===== src/rtl/fp16_pkg.sv =====
// Shared binary16 constants, field layout and pipeline payload types for the
// float16 arithmetic unit.
package fp16_pkg;

    localparam int FLOAT_LEN = 16;
    localparam int EXP_LEN   = 5;
    localparam int MANT_LEN  = 10;
    localparam int GRS_LEN   = 5;
    localparam int SIG_LEN   = MANT_LEN + 1 + GRS_LEN;

    localparam logic [EXP_LEN-1:0]   EXP_MAX = 5'h1F;
    localparam int                   BIAS    = 15;
    localparam logic [FLOAT_LEN-1:0] QNAN    = 16'h7E00;
    localparam logic [FLOAT_LEN-1:0] POS_INF = 16'h7C00;

    localparam int FLG_INVALID  = 2;
    localparam int FLG_OVERFLOW = 1;
    localparam int FLG_INEXACT  = 0;

    typedef struct packed {
        logic                sign;
        logic [EXP_LEN-1:0]  exp;
        logic [MANT_LEN-1:0] mant;
    } fp16_t;

    typedef struct packed {
        logic                 special;
        logic [FLOAT_LEN-1:0] special_res;
        logic                 special_inv;
        logic                 sign;
        logic                 zero_neg;
        logic                 eff_sub;
        logic [EXP_LEN-1:0]   exp;
        logic [SIG_LEN-1:0]   mant_l;
        logic [SIG_LEN-1:0]   mant_s;
    } s1_t;

    typedef struct packed {
        logic                 special;
        logic [FLOAT_LEN-1:0] special_res;
        logic                 special_inv;
        logic                 sign;
        logic                 zero_neg;
        logic [EXP_LEN-1:0]   exp;
        logic [SIG_LEN:0]     sum;
        logic [4:0]           lzc;
    } s2_t;

endpackage


===== src/rtl/fp16_lzc.sv =====
// 17-bit leading-zero counter; an all-zero input reports 17.
module fp16_lzc (
    input  logic [16:0] din,
    output logic [4:0]  count
);

    always_comb begin
        count = 5'd17;
        // Scanning upward lets the most significant set bit win.
        for (int unsigned i = 0; i < 17; i++) begin
            if (din[i]) count = 5'(16 - i);
        end
    end

endmodule


===== src/rtl/float16_subtractor_pipe.sv =====
// Three-stage binary16 subtractor (a - b, round-to-nearest-even) with a
// valid/ready streaming interface, gradual underflow and exception flags.
module float16_subtractor_pipe
    import fp16_pkg::*;
(
    input  logic                 clk,
    input  logic                 rst_n,
    input  logic                 in_valid,
    output logic                 in_ready,
    input  logic [FLOAT_LEN-1:0] a,
    input  logic [FLOAT_LEN-1:0] b,
    output logic                 out_valid,
    input  logic                 out_ready,
    output logic [FLOAT_LEN-1:0] result,
    output logic [2:0]           flags
);

    logic s1_valid, s2_valid;
    logic s1_adv, s2_adv, s3_adv;
    s1_t  s1_d, s1_q;
    s2_t  s2_d, s2_q;

    always_comb begin
        s3_adv   = !out_valid || out_ready;
        s2_adv   = !s2_valid || s3_adv;
        s1_adv   = !s1_valid || s2_adv;
        in_ready = s1_adv;
    end

    // ---------------- S1: unpack / align ----------------
    fp16_t               fa, fb;
    logic                sb, a_nan, b_nan, a_inf, b_inf, a_zero, b_zero, a_ge;
    logic [EXP_LEN-1:0]  lx, sx, el, es, d;
    logic [MANT_LEN-1:0] lm, sm;
    logic [SIG_LEN-1:0]  ms, mask;

    always_comb begin
        fa     = a;
        fb     = b;
        sb     = ~fb.sign;
        a_nan  = (fa.exp == EXP_MAX) && (fa.mant != '0);
        b_nan  = (fb.exp == EXP_MAX) && (fb.mant != '0);
        a_inf  = (fa.exp == EXP_MAX) && (fa.mant == '0);
        b_inf  = (fb.exp == EXP_MAX) && (fb.mant == '0);
        a_zero = (fa.exp == '0) && (fa.mant == '0);
        b_zero = (fb.exp == '0) && (fb.mant == '0);
        a_ge   = {fa.exp, fa.mant} >= {fb.exp, fb.mant};
        lx     = a_ge ? fa.exp  : fb.exp;
        lm     = a_ge ? fa.mant : fb.mant;
        sx     = a_ge ? fb.exp  : fa.exp;
        sm     = a_ge ? fb.mant : fa.mant;
        el     = (lx == '0) ? 5'd1 : lx;
        es     = (sx == '0) ? 5'd1 : sx;
        d      = el - es;
        ms     = {sx != '0, sm, 5'b0};
        mask   = ~(16'hFFFF << d);

        s1_d          = '0;
        s1_d.sign     = a_ge ? fa.sign : sb;
        s1_d.zero_neg = a_zero && b_zero && fa.sign && !fb.sign;
        s1_d.eff_sub  = fa.sign ^ sb;
        s1_d.exp      = el;
        s1_d.mant_l   = {lx != '0, lm, 5'b0};
        if (d >= 5'd16) s1_d.mant_s = {15'b0, |ms};
        else            s1_d.mant_s = (ms >> d) | {15'b0, |(ms & mask)};

        if (a_nan || b_nan) begin
            s1_d.special     = 1'b1;
            s1_d.special_res = QNAN;
            s1_d.special_inv = (a_nan && !fa.mant[9]) || (b_nan && !fb.mant[9]);
        end else if (a_inf && b_inf && (fa.sign == fb.sign)) begin
            s1_d.special     = 1'b1;
            s1_d.special_res = QNAN;
            s1_d.special_inv = 1'b1;
        end else if (a_inf) begin
            s1_d.special     = 1'b1;
            s1_d.special_res = a;
        end else if (b_inf) begin
            s1_d.special     = 1'b1;
            s1_d.special_res = {~fb.sign, b[14:0]};
        end
    end

    // ---------------- S2: add / leading-zero count ----------------
    logic [SIG_LEN:0] s2_sum;
    logic [4:0]       s2_lzc;

    always_comb begin
        if (s1_q.eff_sub) s2_sum = {1'b0, s1_q.mant_l} - {1'b0, s1_q.mant_s};
        else              s2_sum = {1'b0, s1_q.mant_l} + {1'b0, s1_q.mant_s};
    end

    fp16_lzc u_lzc (
        .din   (s2_sum),
        .count (s2_lzc)
    );

    always_comb begin
        s2_d             = '0;
        s2_d.special     = s1_q.special;
        s2_d.special_res = s1_q.special_res;
        s2_d.special_inv = s1_q.special_inv;
        s2_d.sign        = s1_q.sign;
        s2_d.zero_neg    = s1_q.zero_neg;
        s2_d.exp         = s1_q.exp;
        s2_d.sum         = s2_sum;
        s2_d.lzc         = s2_lzc;
    end

    // ---------------- S3: normalize / round / pack ----------------
    logic [SIG_LEN-1:0]   norm;
    logic [5:0]           exp6;
    logic [4:0]           lz, lim, sh, exp_n;
    logic                 g, r, st, rnd, ovf;
    logic [FLOAT_LEN-1:0] pk, res_d;
    logic [2:0]           flg_d;

    always_comb begin
        lz    = '0;
        lim   = '0;
        sh    = '0;
        exp_n = '0;
        if (s2_q.sum[16]) begin
            norm = s2_q.sum[16:1] | {15'b0, s2_q.sum[0]};
            exp6 = {1'b0, s2_q.exp} + 6'd1;
        end else begin
            // Stop shifting at effective exponent 1; anything still
            // unnormalized there is a subnormal with exponent field 0.
            lz    = s2_q.lzc - 5'd1;
            lim   = s2_q.exp - 5'd1;
            sh    = (lz < lim) ? lz : lim;
            norm  = s2_q.sum[15:0] << sh;
            exp_n = s2_q.exp - sh;
            exp6  = norm[15] ? {1'b0, exp_n} : 6'd0;
        end
        g   = norm[4];
        r   = norm[3];
        st  = |norm[2:0];
        rnd = g && (r || st || norm[5]);
        // Rounding carry ripples into the exponent, covering 0x3FF+1 promotion.
        pk  = {exp6, norm[14:5]} + {15'b0, rnd};
        ovf = pk[15:10] >= 6'd31;

        flg_d = '0;
        if (s2_q.special) begin
            res_d              = s2_q.special_res;
            flg_d[FLG_INVALID] = s2_q.special_inv;
        end else if (ovf) begin
            res_d               = POS_INF | {s2_q.sign, 15'b0};
            flg_d[FLG_OVERFLOW] = 1'b1;
            flg_d[FLG_INEXACT]  = 1'b1;
        end else if (s2_q.sum == '0) begin
            res_d = {s2_q.zero_neg, 15'b0};
        end else begin
            res_d              = {s2_q.sign, pk[14:0]};
            flg_d[FLG_INEXACT] = g | r | st;
        end
    end

    always_ff @(posedge clk or negedge rst_n) begin
        if (!rst_n) begin
            s1_valid  <= 1'b0;
            s2_valid  <= 1'b0;
            out_valid <= 1'b0;
            s1_q      <= '0;
            s2_q      <= '0;
            result    <= '0;
            flags     <= '0;
        end else begin
            if (s1_adv) begin
                s1_valid <= in_valid;
                if (in_valid) s1_q <= s1_d;
            end
            if (s2_adv) begin
                s2_valid <= s1_valid;
                if (s1_valid) s2_q <= s2_d;
            end
            if (s3_adv) begin
                out_valid <= s2_valid;
                if (s2_valid) begin
                    result <= res_d;
                    flags  <= flg_d;
                end
            end
        end
    end

endmodule


===== config.mk =====
export PLATFORM = sky130hd
export DESIGN_NAME = float16_subtractor_pipe
export DESIGN_NICKNAME = d
export VERILOG_FILES = /design/src/rtl/fp16_pkg.sv /design/src/rtl/fp16_lzc.sv /design/src/rtl/float16_subtractor_pipe.sv
export SDC_FILE = /design/constraint.sdc
export NUM_CORES = 1
export LEC_CHECK = 0
export CAP_MARGIN = 40
export CORE_MARGIN = 2
export CORE_UTILIZATION = 50
export CTS_CLUSTER_SIZE = 16
export DETAILED_ROUTE_END_ITERATION = 6
export HOLD_SLACK_MARGIN = 0.15
export PLACE_DENSITY = 0.68
export SLEW_MARGIN = 20
export SYNTH_ARGS = -nofsm -noshare
export SYNTH_HDL_FRONTEND = slang
export SYNTH_SLANG_ARGS = --single-unit

===== constraint.sdc =====
create_clock -name clk -period 6.58 [get_ports clk]
set_input_delay 1.316 -clock clk [delete_from_list [all_inputs] [get_ports clk]]
set_output_delay 1.316 -clock clk [all_outputs]
set_load 0.01 [all_outputs]

==> metrics.csv, run 1 <==
stage,metric,value,unit
drt,drt_iter0_drc,609,
hold_path,holdPathStages,2,
timing,fin_crit_sh,93.4,%
cts,postCtsSetupBuffers,0,
placement,gp_congestion,0.972,
placement,port_buffers,56,
cts,cts_sinks,122,
drt,via_per_inst,5.98,
floorplan,row_count,50,
placement,dpl.hpwl,20100,µm
finish,num-fill-cells,1690,
finish,final_util,59.9,%
global_routing,overflow,0,
cts,numCtsBuffers,17,
floorplan,io_pins,57,
logic_synthesis,yosys.area.top_type,dfrtp_1,
power_and_ir_drop,p_leak,5.09,nW
drt,drcViolationCount,3,
logic_synthesis,synth_area_leaders,"dfrtp_1 32%, nand2_1 7.5%, ha_1 6.7%, o21ai_0 4.9%, mux2i_1 3.5%",
finish,antennaDiodeCount,0,
finish,drive_gt1_share,13.7,%
critical_path,end_kind,register,
timing,rsz0062_at_grt,no,
drt,wl,26600,µm
critical_path,rr_worst_depth,25,
critical_path,reg2reg_slack,0.91,ns
critical_path,start_kind,input pin,
logic_synthesis,synth_fp_nets,1234,
cts,cts-resized-gates,0,
finish,design_area,11200,µm²
drt,ant_nets,0,
global_routing,track_usage,27.2,%
logic_synthesis,ys_ff_latch,122,
cts,cts_tree,done,
logic_synthesis,synthFlopType,dfrtp_1,
cts,cts_max_path_buffers,2,
power_and_ir_drop,power,6.13,mW
run_status,outcome,"finished, violations left",
finish,num-nets-final,1315,
global_routing,grt_max_degree,64,
logic_synthesis,synth_top_area_share,31.9,%
power_and_ir_drop,p_per_area,545,nW/µm²
placement,dp_slack,-0.00235,ns
global_routing,antenna_found_initial,0,
cts,path_clk_slew,0.06,ns
hold_path,hp-class,reg2reg,
timing,fin_ws,0.432,ns
logic_synthesis,netlist_area,9570,µm²
finish,area.growth.synth_to_final,17.6,%
critical_path,worstPathMaxFanout,5,
run,drv_cap,0,
timing,fmax,0.163,GHz
critical_path,cp.required,6.84,ns
floorplan,start_util,51.0,%
drt,drt-pass1-iter-count,7,
cts,htree_num_levels,4,
drt,routedWlPerCell,18.0,µm
logic_synthesis,synth.distinct_cells,88,
logic_synthesis,synth_edf_count,0,
critical_path,crit_type,in2reg,
timing,skew,0.0242,ns
logic_synthesis,synth-seq-area-share,31.9,%
logic_synthesis,syn_avg_cell_area,8.36,µm²
placement,dpl_cell_area,10600,µm²
timing,setup_viol,0,
power_and_ir_drop,peakVddDrop,337,µV
floorplan,die_w,142,µm
global_routing,grt_pass1_wl,44100,µm
timing,setup_tns,0,ns
run_status,violations,design-rule violations,
critical_path,worst_ep_arrival_time,6.41,ns
floorplan,dieArea,20300,µm²
cts,ctsHoldBuffers,0,
global_routing,grt_pass1_vias,8633,
timing,period_minus_slack,6.15,ns
timing,hold_viol_final,0,
timing,tightest_slew,0.831,ns
logic_synthesis,async_flop_share,100,%
drt,vias,8807,
cts,clk_latency,0.43,ns
logic_synthesis,syn_inst,1144,
timing,slew_headroom,44.6,%
floorplan,die_h,142,µm
cts,cts-root-buf,clkbuf_16,
timing,slew_violations,0,
logic_synthesis,yosys_warnings,0,
floorplan,core,18800,µm²
-- area by class of cell --
type	count	area (µm²)	share of cell area (%)
Multi-Input combinational cell	907	6070	54.0
Sequential cell	122	3050	27.2
Timing Repair Buffer	111	981	8.72
Clock buffer	17	425	3.78
Tap cell	234	293	2.60
Inverter	66	248	2.20
Clock inverter	15	170	1.51
-- per-layer routing --
metal | part of all wire [%] | GRT usage [%]
met1 | 46 | 38.3
met2 | 46 | 42.8
met3 | 4.7 | 3.77
met4 | 3.0 | 10.8
met5 | 0 | 0
-- through the flow --
step           cells  hold WS (ns)
3_3_place_gp    1438         0.443
5_1_grt         1472         0.489
3_5_place_dp    1440         0.447
2_1_floorplan   1144         0.430
4_1_cts         1472         0.457
6_report        1472         0.456
-- state kept, by name (all words and copies together), names as in the netlist --
name / cells
s1_q: 53
s2_q: 47
result: 16
flags: 3
out_valid: 1
s1_valid: 1
s2_valid: 1
-- path summary, 6_finish.rpt --
path                                      startpoint                     to
worst max-delay path                            a[0]    s1_q[0]$_DFFE_PN0P_
worst min-delay path            s1_q[49]$_DFFE_PN0P_   s2_q[38]$_DFFE_PN0P_
worst max register to register  s2_q[22]$_DFFE_PN0P_   flags[1]$_DFFE_PN0P_
min in group asynchronous                      rst_n   s1_q[24]$_DFFE_PN0P_
worst min register to register  s1_q[49]$_DFFE_PN0P_   s2_q[38]$_DFFE_PN0P_
max in group asynchronous                      rst_n  result[5]$_DFFE_PN0P_
-- cell usage after synthesis, types with 8 or more instances --
master	instances
inv_1	64
mux2_2	15
and2_1	15
o22ai_2	10
nor3_1	19
o21ai_0	93
mux4_2	11
ha_1	51
nand2_1	192
o211ai_1	8
o21bai_1	9
clkbuf_1	36
dfrtp_1	122
a21oi_1	64
a21o_1	19
nand2b_1	17
nand3_1	65
mux2i_1	33
nand4_1	10
a31oi_1	10
xnor2_1	29
xor2_1	11
nor2_1	75
-- placed cells by master (no fill, tap or decap), types with 10 or more instances in the layout --
master and instances:
xor2_1 10, nor2_1 75, xnor2_1 29, nand3_1 65, mux4_2 11, nand2b_1 17, nand4_1 10, mux2i_1 33
clkdlybuf4s50_1 55, a31oi_1 10, a21oi_1 64, nor3_1 19, a21o_1 19, inv_1 64, nand2_1 191, clkbuf_16 17
o21ai_0 93, mux2_2 15, ha_1 51, buf_4 54, o22ai_2 10, dfrtp_1 122, and2_1 15
-- power breakdown --
group | internal (mW) | switching (mW)
logic | 1.60 | 2.41
clock network | 0.541 | 0.399
registers | 0.931 | 0.239
total | 3.08 | 3.05
-- worst max-delay path, cell delays in order --
cell and delay [ns]:
clkdlybuf4s50_1 0.48, inv_1 0.06, ha_1 0.28, nand2b_1 0.14
a21o_1 0.17, a21o_1 0.17, a21o_1 0.17, a21o_1 0.16
a21o_1 0.17, a21oi_1 0.17, o21ai_0 0.16, a41oi_4 0.37
mux2i_1 0.29, nand4_1 0.15, and2_1 0.19, ha_1 0.22
fa_1 0.44, xor2_2 0.17, nor2_1 0.08, a2111oi_0 0.40
mux2i_1 0.14, a21oi_1 0.16, nand2_1 0.06, o21ai_0 0.17
o211ai_1 0.12
-- logic make-up after synthesis --
group	Yosys count	synth area share, %
simple gates	438	21.3
mux	63	8.59
buf+inv	115	4.88
compound gates	309	22.0
fa+ha+maj	56	7.53
xor+xnor	41	3.83
flops	122	31.9
Note: power is estimated with default switching activity, not from simulation.
==> run 2, diff against run 1 <==
Settings changed: CELL_PAD_IN_SITES_DETAIL_PLACEMENT set to 0, CELL_PAD_IN_SITES_GLOBAL_PLACEMENT set to 1, CORE_UTILIZATION 50 to 47, PLACE_DENSITY 0.68 to 0.81.
==> metrics.csv, run 2 (same netlist as run 1, synthesis figures left out) <==
stage,metric,value,unit,change
run_status,outcome,finished clean,,
timing,fin_ws,0.415,ns,-0.0173 ns
timing,slew_violations,0,,unchanged
cts,clk_latency,0.43,ns,about the same
critical_path,rr_worst_depth,23,,-8.0%
cts,htree_num_levels,4,,unchanged
finish,multi_input_area,6080,µm²,+0.12%
critical_path,path_buf_inv,2,,unchanged
timing,skew,0.0174,ns,-0.00683 ns
finish,final_cell_mix,"191 x nand2_1, 122 x dfrtp_1, 93 x o21ai_0",,
drt,routedWlPerCell,18.1,µm,+0.22%
critical_path,crit_type,in2reg,,
cts,numCtsBuffers,17,,unchanged
finish,largest_reg_flops,53,,unchanged
timing,rsz0062_at_grt,no,,
critical_path,rr_endpoint,flags[1]$_DFFE_PN0P_,,
cts,cts-root-buf,clkbuf_16,,
critical_path,cp.required,6.85,ns,about the same
critical_path,cpMostUsedCell,a21o_1,,
timing,hold_viol_final,0,,unchanged
global_routing,track_usage,25.9,%,-1.4 points
global_routing,overflow,0,,unchanged
floorplan,dieArea,21500,µm²,+6.2%
global_routing,antenna_found_initial,0,,unchanged
finish,num-nets-final,1300,,-1.1%
critical_path,worstPathMaxFanout,5,,unchanged
power_and_ir_drop,p_leak,5.03,nW,-1.2%
finish,top_regs,"s1_q x53, s2_q x47, result x16",,
floorplan,io_pins,57,,unchanged
timing,fin_crit_sh,93.7,%,+0.26 points
timing,holdWs,0.459,ns,+0.00267 ns
critical_path,reg2reg_slack,0.93,ns,+0.02 ns
timing,fmax,0.162,GHz,-0.28%
power_and_ir_drop,clockPowerShare,15.6,%,+0.3 points
power_and_ir_drop,cellInternalPower,3.09,mW,+0.36%
timing,period_minus_slack,6.17,ns,+0.0173 ns
hold_path,holdPathEnd,s2_q[35]$_DFFE_PN0P_,,
critical_path,start_kind,input pin,,
floorplan,die_w,147,µm,+3.1%
critical_path,end_kind,register,,
global_routing,grt_pass1_vias,8606,,-0.31%
drt,drt_iter0_drc,543,,-11%
finish,area.growth.synth_to_final,17.0,%,
run,drv_cap,0,,unchanged
cts,cts_tree,done,,
finish,num-fill-cells,1905,,+13%
critical_path,crit_slowest_cell,clkdlybuf4s50_1,,
floorplan,row_count,52,,+4.0%
drt,ant_nets,0,,unchanged
finish,antennaDiodeCount,0,,unchanged
power_and_ir_drop,p_per_area,547,nW/µm²,+0.36%
timing,tightest_slew,0.866,ns,+0.0349 ns
power_and_ir_drop,switching_share,49.6,%,-0.22 points
floorplan,start_util,47.6,%,-3.4 points
power_and_ir_drop,power_frac_seq,19.1,%,about the same
drt,drcViolationCount,0,,-3
cts,path_clk_slew,0.06,ns,about the same
placement,dp_slack,-0.0977,ns,-0.0954 ns
power_and_ir_drop,peakVddDrop,277,µV,-18%
floorplan,die_h,147,µm,+3.1%
finish,largest-register,s1_q,,
critical_path,critPathTopFamily,compound AO/OA/AOI/OAI gates,,
global_routing,grt_pass1_wl,44900,µm,+1.8%
placement,port_buffers,56,,unchanged
drt,via_per_inst,5.82,,-2.7%
cts,cts_max_path_buffers,2,,unchanged
power_and_ir_drop,p_sw,3.03,mW,-0.53%
placement,dpl.hpwl,20500,µm,+2.3%
finish,drive_gt1_share,12.8,%,-0.98 points
timing,setup_viol,0,,unchanged
finish,seqCellArea,3050,µm²,unchanged
timing,slew_headroom,40.6,%,-4.0 points
hold_path,hp-start,s1_q[46]$_DFFE_PN0P_,,
floorplan,core,20100,µm²,+7.1%
critical_path,cp_slowest_stage_delay,0.48,ns,about the same
hold_path,holdPathStages,2,,unchanged
power_and_ir_drop,combPwrFrac,65.3,%,-0.3 points
drt,drt-pass1-iter-count,5,,-2
drt,wl,27000,µm,+1.6%
drt,vias,8695,,-1.3%
finish,final_common_cell,nand2_1,,
critical_path,worst_ep_arrival_time,6.44,ns,+0.03 ns
hold_path,hp-class,reg2reg,,
critical_path,r2r_start,s2_q[22]$_DFFE_PN0P_,,
placement,gp_congestion,0.973,,about the same
critical_path,worstSetupStartpoint,a[0],,
cts,cts_sinks,122,,unchanged
global_routing,grt_max_degree,71,,+11%
[run 2: repair_timing]
item,in CTS,in global routing
endpoints found under the setup margin,0,1
hold buffers,0,0
resized for setup,0,2
buffers inserted,0,0
[run 2: power by group through the flow]
stage / combinational (mW) / clock (mW) / sequential [mW]
after global placement: 3.95 / 0 / 1.18
after detailed placement: 3.95 / 0 / 1.18
after floorplan: 2.95 / 0 / 1.09
after CTS: 3.97 / 0.972 / 1.17
final: 4.00 / 0.957 / 1.17
after global routing: 4.39 / 1.00 / 1.20
[run 2: stage by stage]
step | util [%] | cell area (µm²) | std cells | setup TNS (ns) | power (mW)
global placement | 52.5 | 10600 | 1459 | 0 | 5.13
finish | 55.7 | 11200 | 1493 | 0 | 6.12
detailed placement | 52.7 | 10600 | 1461 | -0.0977 | 5.14
floorplan | - | 9570 | 1144 | 0 | 4.04
CTS | 55.6 | 11200 | 1493 | 0 | 6.11
global route | 55.7 | 11200 | 1493 | 0 | 6.59
[run 2: how the worst max path moves through the flow]
stage | slack, ns | cells after the start | endpoint
finish | 0.41 | 25 | s1_q[0]$_DFFE_PN0P_
detailed placement | -0.1 | 25 | s1_q[0]$_DFFE_PN0P_
global placement | 0.09 | 25 | s1_q[0]$_DFFE_PN0P_
floorplan | 0.06 | 27 | s1_q[0]$_DFFE_PN0P_
global route | 0.03 | 25 | s1_q[0]$_DFFE_PN0P_
CTS | 0.32 | 25 | s1_q[0]$_DFFE_PN0P_
[run 2: final cells by class]
cell class                      instances  area share [%]
Clock buffer                           18            3.92
Tap cell                              270            3.02
Timing Repair Buffer                   96            7.82
Multi-Input combinational cell        907            54.3
Sequential cell                       122            27.3
Inverter                               66            2.21
Clock inverter                         14            1.42
[run 2: tightest hold or removal path, delay by kind of cell (launching register included)]
kind	cells	cell delay (ns)
flops	1	0.34
simple gates	2	0.10
[run 2: per-layer routing]
metal | GRT usage, % | share of wire [%] | up-vias
li1 | - | - | 4226
met1 | 35.5 | 47 | 4155
met2 | 41.5 | 46 | 261
met3 | 3.66 | 3.8 | 53
met4 | 9.85 | 3.0 | 0
met5 | 0 | 0 | -
